===== config.mk =====
export PLATFORM = sky130hd
export DESIGN_NAME = wei_serial_feeder
export DESIGN_NICKNAME = d
export VERILOG_FILES = /design/src/rtl/wei_serial_feeder.sv
export SDC_FILE = /design/constraint.sdc
export NUM_CORES = 1
export LEC_CHECK = 0
export ABC_AREA = 1
export BUFFER_PORTS_ARGS = -buffer_cell sky130_fd_sc_hd__buf_2
export CORE_MARGIN = 4
export CORE_UTILIZATION = 58
export CTS_BUF_LIST = sky130_fd_sc_hd__clkbuf_16
export CTS_CLUSTER_SIZE = 12
export DETAILED_ROUTE_END_ITERATION = 12
export GPL_TIMING_DRIVEN = 1
export PLACE_DENSITY_LB_ADDON = 0.05
export REMOVE_ABC_BUFFERS = 1
export SYNTH_ARGS = -nofsm -noshare
export SYNTH_HDL_FRONTEND = slang
export SYNTH_SLANG_ARGS = --single-unit

===== constraint.sdc =====
create_clock -name clk -period 4.9 [get_ports clk]
set_input_delay 0.98 -clock clk [delete_from_list [all_inputs] [get_ports clk]]
set_output_delay 0.98 -clock clk [all_outputs]
set_load 0.05 [all_outputs]

===== src/rtl/wei_serial_feeder.sv =====
// Weight serial feeder: accepts one 3x3 kernel (mask + packed weights), streams its
// nonzero weights one per cycle and publishes per-row counts and column indices.
module wei_serial_feeder #(
    parameter int DATA_WIDTH      = 8,
    parameter int WEI_INDEX_WIDTH = 2
) (
    input  logic                         clk,
    input  logic                         reset,
    input  logic                         mode,
    input  logic                         in_valid,
    output logic                         in_ready,
    input  logic [8:0]                   in_flag,
    input  logic [DATA_WIDTH*9-1:0]      in_data,
    input  logic                         kernel_release,
    output logic [DATA_WIDTH-1:0]        column_out_serial,
    output logic                         flag_serial,
    output logic                         finish_wei,
    output logic [WEI_INDEX_WIDTH*3-1:0] valid_row,
    output logic [WEI_INDEX_WIDTH*9-1:0] wei_index_full
);

    localparam int DW = DATA_WIDTH;
    localparam int IW = WEI_INDEX_WIDTH;

    typedef enum logic [1:0] {
        IDLE     = 2'd0,
        STREAM   = 2'd1,
        DONE     = 2'd2,
        WAIT_REL = 2'd3
    } state_t;

    state_t              state_q, state_d;
    logic [3:0]          k_q, k_d;
    logic [3:0]          nnz_q, nnz_d;
    logic [DW*9-1:0]     data_q, data_d;
    logic [IW*3-1:0]     vr_q, vr_d;
    logic [IW*9-1:0]     wi_q, wi_d;
    logic [DW-1:0]       col_q, col_d;
    logic                flag_q, flag_d;
    logic                fin_q, fin_d;

    logic [8:0]          eff_mask;
    logic [IW*3-1:0]     mask_vr;
    logic [IW*9-1:0]     mask_wi;
    logic [3:0]          mask_nnz;

    assign eff_mask = mode ? in_flag : 9'h1FF;

    // Walk the mask in row-major order: the n-th set bit lands in index slot n.
    always_comb begin
        int n;
        n        = 0;
        mask_vr  = '0;
        mask_wi  = '0;
        for (int b = 0; b < 9; b++) begin
            if (eff_mask[b]) begin
                mask_wi[n*IW +: IW]     = IW'(b % 3);
                mask_vr[(b/3)*IW +: IW] = mask_vr[(b/3)*IW +: IW] + IW'(1);
                n++;
            end
        end
        mask_nnz = 4'(n);
    end

    always_comb begin
        state_d = state_q;
        k_d     = k_q;
        nnz_d   = nnz_q;
        data_d  = data_q;
        vr_d    = vr_q;
        wi_d    = wi_q;
        col_d   = col_q;
        flag_d  = 1'b0;
        fin_d   = 1'b0;

        case (state_q)
            IDLE: begin
                if (in_valid) begin
                    data_d  = in_data;
                    vr_d    = mask_vr;
                    wi_d    = mask_wi;
                    nnz_d   = mask_nnz;
                    k_d     = 4'd0;
                    state_d = (mask_nnz != 4'd0) ? STREAM : DONE;
                end
            end
            STREAM: begin
                k_d = k_q + 4'd1;
                if (k_q == nnz_q - 4'd1) begin
                    state_d = DONE;
                end
            end
            DONE: begin
                state_d = kernel_release ? IDLE : WAIT_REL;
            end
            WAIT_REL: begin
                if (kernel_release) begin
                    state_d = IDLE;
                end
            end
            default: state_d = IDLE;
        endcase

        // Outputs are registered, so they are derived from the state being entered.
        if (state_d == STREAM) begin
            flag_d = 1'b1;
            col_d  = data_d[int'(k_d)*DW +: DW];
        end
        if (state_d == DONE) begin
            fin_d = 1'b1;
        end
    end

    always_ff @(posedge clk or posedge reset) begin
        if (reset) begin
            state_q <= IDLE;
            k_q     <= '0;
            nnz_q   <= '0;
            data_q  <= '0;
            vr_q    <= '0;
            wi_q    <= '0;
            col_q   <= '0;
            flag_q  <= 1'b0;
            fin_q   <= 1'b0;
        end else begin
            state_q <= state_d;
            k_q     <= k_d;
            nnz_q   <= nnz_d;
            data_q  <= data_d;
            vr_q    <= vr_d;
            wi_q    <= wi_d;
            col_q   <= col_d;
            flag_q  <= flag_d;
            fin_q   <= fin_d;
        end
    end

    assign in_ready          = (state_q == IDLE) && !reset;
    assign column_out_serial = col_q;
    assign flag_serial       = flag_q;
    assign finish_wei        = fin_q;
    assign valid_row         = vr_q;
    assign wei_index_full    = wi_q;

endmodule


==> flow_summary.ini <==
[drt]
viasPerCell = 5.35
postRouteAntennaNets = 0
totalWireLength_um = 21900
vias = 7697
drt-wirelength-per-cell_um = 15.2
route.detailed.drc = 0
dr.pass1.iters = 8
drt-initial-drc-count = 717

[sta]
finClkSkew_ns = 0.00749
relSlewSlack_pct = 31.7
tns_ns = -1.81
layout_min_cycle_time_ns = 5.08
worst_pin_slew_ns = 1.03
hold_viol_final = 0
final_max_slew_viol_count = 0
rsz0062_at_grt = yes
final_critical_path_setup_slack_ns = -0.177
max_freq_ghz = 0.197
period_share_pct = 104
finalSetupViolCount = 19

[placement]
place_area_um2 = 8970
io_buffers = 120
globalplace.congestion = 0.978
dp_hpwl_um = 14800

[job]
cap_violations = 0

[critical_path]
worstSetupPathType = in2reg
crit_required_ns = 5.20
cp_slowest_cell = ha_4
start_kind = input port
rr_worst_depth = 12
crit_fanout = 5
crit_arrival_ns = 5.37
cp_common_cell = nand2_4
max_stage_delay_ns = 0.29
end_kind = flop

[layout]
area_growth_pct = 34.5
n_antenna_cell = 0
fin_area_um2 = 10200
nets = 1375
drive_gt1_share_pct = 33.4

[logic_synthesis]
synth_cell_type_count = 47
syn_area_per_cell_um2 = 7.30
synth_area_um2 = 7580
synth_area_leaders = dfrtp_1 38%, nand2_1 13%, inv_1 6.9%
ys_ff_latch = 116
netlist.area_leader.share_pct = 38.3
seq_area_frac_synth_pct = 38.3
synthCells = 1038
synth_top_cell_by_area = dfrtp_1
synth_warnings = 0

[floorplanning]
io_pins = 121
die_w_um = 122
rows = 41
start_util_pct = 59.6
core-area_um2 = 12700
dieHeight_um = 122
dieArea_um2 = 15000

[cts]
numCtsBuffers = 17
cts_root_buffer = clkbuf_16
clockBufferDepth = 2
path_clk_slew_ns = 0.05
h-tree-depth = 4
cts_tree = done
hold_buffers = 0
clock_sinks = 116
insertion_delay_ns = 0.41

[power_and_ir_drop]
p_per_area_nw_per_um2 = 694
internal-power_w = 0.00381
power.leakage_nw = 5.47
p_comb_share_pct = 57.8
vdd_drop_max_mv = 0.496
pwr-share-seq_pct = 22.6
switching_power_w = 0.00327
clkPwrFrac_pct = 19.6
switching_share_pct = 46.2

[global_routing]
grt_pass1_wl_um = 34300
grt_pass1_vias = 7232
busiest_layer = met2
use_met3_pct = 6.82
antenna_found_initial = 0
grt_max_degree = 88
gr-total-overflow = 0
met1_usage_pct = 39.9
grt_use_total_pct = 28.8
use_met2_pct = 45.3

[status]
status = finished, violations left
violations = setup timing

[worst_hold_path]
min_path_cells = 2
holdCritPathClass = reg2reg
[registers in the layout (all words and copies together) (netlist names)]
name / count
valid_row: 6
k_q: 4
wei_index_full: 18
column_out_serial: 8
flag_serial: 1
finish_wei: 1
data_q: 72
state_q: 2
nnz_q: 4
[what timing repair did]
| action | in CTS | in global routing |
|---|---|---|
| cloned | 0 | 1 |
| pin swaps | 27 | 63 |
| endpoints found under the hold margin | 0 | 0 |
| resized for setup | 46 | 61 |
| buffers inserted | 11 | 5 |
| setup endpoints to repair | 31 | 29 |
[metrics by stage]
step | instances | util [%] | setup slack [ns] | total power, W | hold WS, ns
2_1_floorplan | 1010 | - | -3.11 | 0.00410 | 0.440
3_3_place_gp | 1391 | 70.5 | -0.790 | 0.00514 | 0.456
3_5_place_dp | 1391 | 70.5 | -0.982 | 0.00522 | 0.457
4_1_cts | 1434 | 78.0 | 0.00735 | 0.00679 | 0.469
5_1_grt | 1440 | 80.1 | -0.363 | 0.00759 | 0.485
6_report | 1440 | 80.1 | -0.177 | 0.00708 | 0.469
[final timing paths]
path	from	end	slack, ns
min in group asynchronous	reset	column_out_serial[1]	0.85
min	wei_index_full[12]	wei_index_full[12]	0.47
min reg2reg	wei_index_full[12]	wei_index_full[12]	0.47
max reg2reg	state_q[1]	column_out_serial[7]	1.41
max	mode	column_out_serial[6]	-0.18
max in group asynchronous	reset	data_q[53]	3.06
[Yosys cell counts, drive strengths merged]
| library cell | count |
|---|---|
| nand3 | 78 |
| o2111ai | 1 |
| nor2 | 91 |
| and2 | 4 |
| a21o | 1 |
| conb | 2 |
| o21ai | 83 |
| dfrtp | 116 |
| o211ai | 5 |
| clkbuf | 26 |
| o221ai | 3 |
| nor3 | 18 |
| nor4 | 2 |
| and3 | 2 |
| nand4 | 19 |
| or2 | 29 |
| nor3b | 1 |
| o21bai | 1 |
| a21oi | 30 |
| a32o | 2 |
| a31o | 1 |
| o22ai | 4 |
| a31oi | 3 |
| xor2 | 8 |
| clkinv | 1 |
| xnor2 | 5 |
| a21boi | 1 |
| nand2 | 297 |
| o31ai | 2 |
| inv | 145 |
| buf | 5 |
| mux2i | 18 |
| ha | 34 |
[power groups by stage]
stage	Combinational (W)	Clock, W	Sequential (W)
floorplan	0.00212	0	0.00198
global placement	0.00355	0	0.00159
detailed placement	0.00362	0	0.00160
CTS	0.00381	0.00139	0.00159
global route	0.00451	0.00144	0.00164
finish	0.00409	0.00139	0.00160
[worst max-delay path: cells and delay by family]
family | cells | cell delay (ns)
fa+ha+maj | 7 | 1.88
compound gates | 4 | 0.64
buf+inv | 8 | 0.44
simple gates | 18 | 1.41
[cell type report]
class	instances	area, um2
inverters	146	567
clock inverters	15	236
repair buffers	225	1410
clock buffers	17	425
well taps	172	215
fillers	904	2530
flip-flops and latches	116	2900
multi-input cells	749	4430
[placed cells by master, fill, tap and decap left out, types with 22 or more instances in the layout]
| master | count |
|---|---|
| nor2_1 | 70 |
| or2_2 | 29 |
| buf_2 | 118 |
| dfrtp_1 | 116 |
| o21ai_0 | 79 |
| inv_1 | 127 |
| ha_1 | 25 |
| nand3_1 | 59 |
| buf_4 | 103 |
| nand2_1 | 250 |
| a21oi_1 | 22 |
| nand2_2 | 37 |
[kinds of logic (layout without fill, tap and decap cells)]
kind of cell / count (synthesis) / after routing / share of synthesized area, %
fa+ha+maj: 34 / 34 / 5.61
simple gates: 541 / 542 / 32.6
buf+inv: 177 / 403 / 8.83
compound gates: 137 / 137 / 10.4
mux: 18 / 18 / 2.38
other cells: 2 / 5 / 0.0991
flops: 116 / 116 / 38.3
xor+xnor: 13 / 13 / 1.75
[metal layers]
layer | part of all wire [%] | wire length (um)
met5 | 0 | 0
met4 | 1.8 | 386
met3 | 7.9 | 1720
met2 | 47 | 10200
met1 | 44 | 9530
No activity file was read; power rests on OpenSTA's default activity.
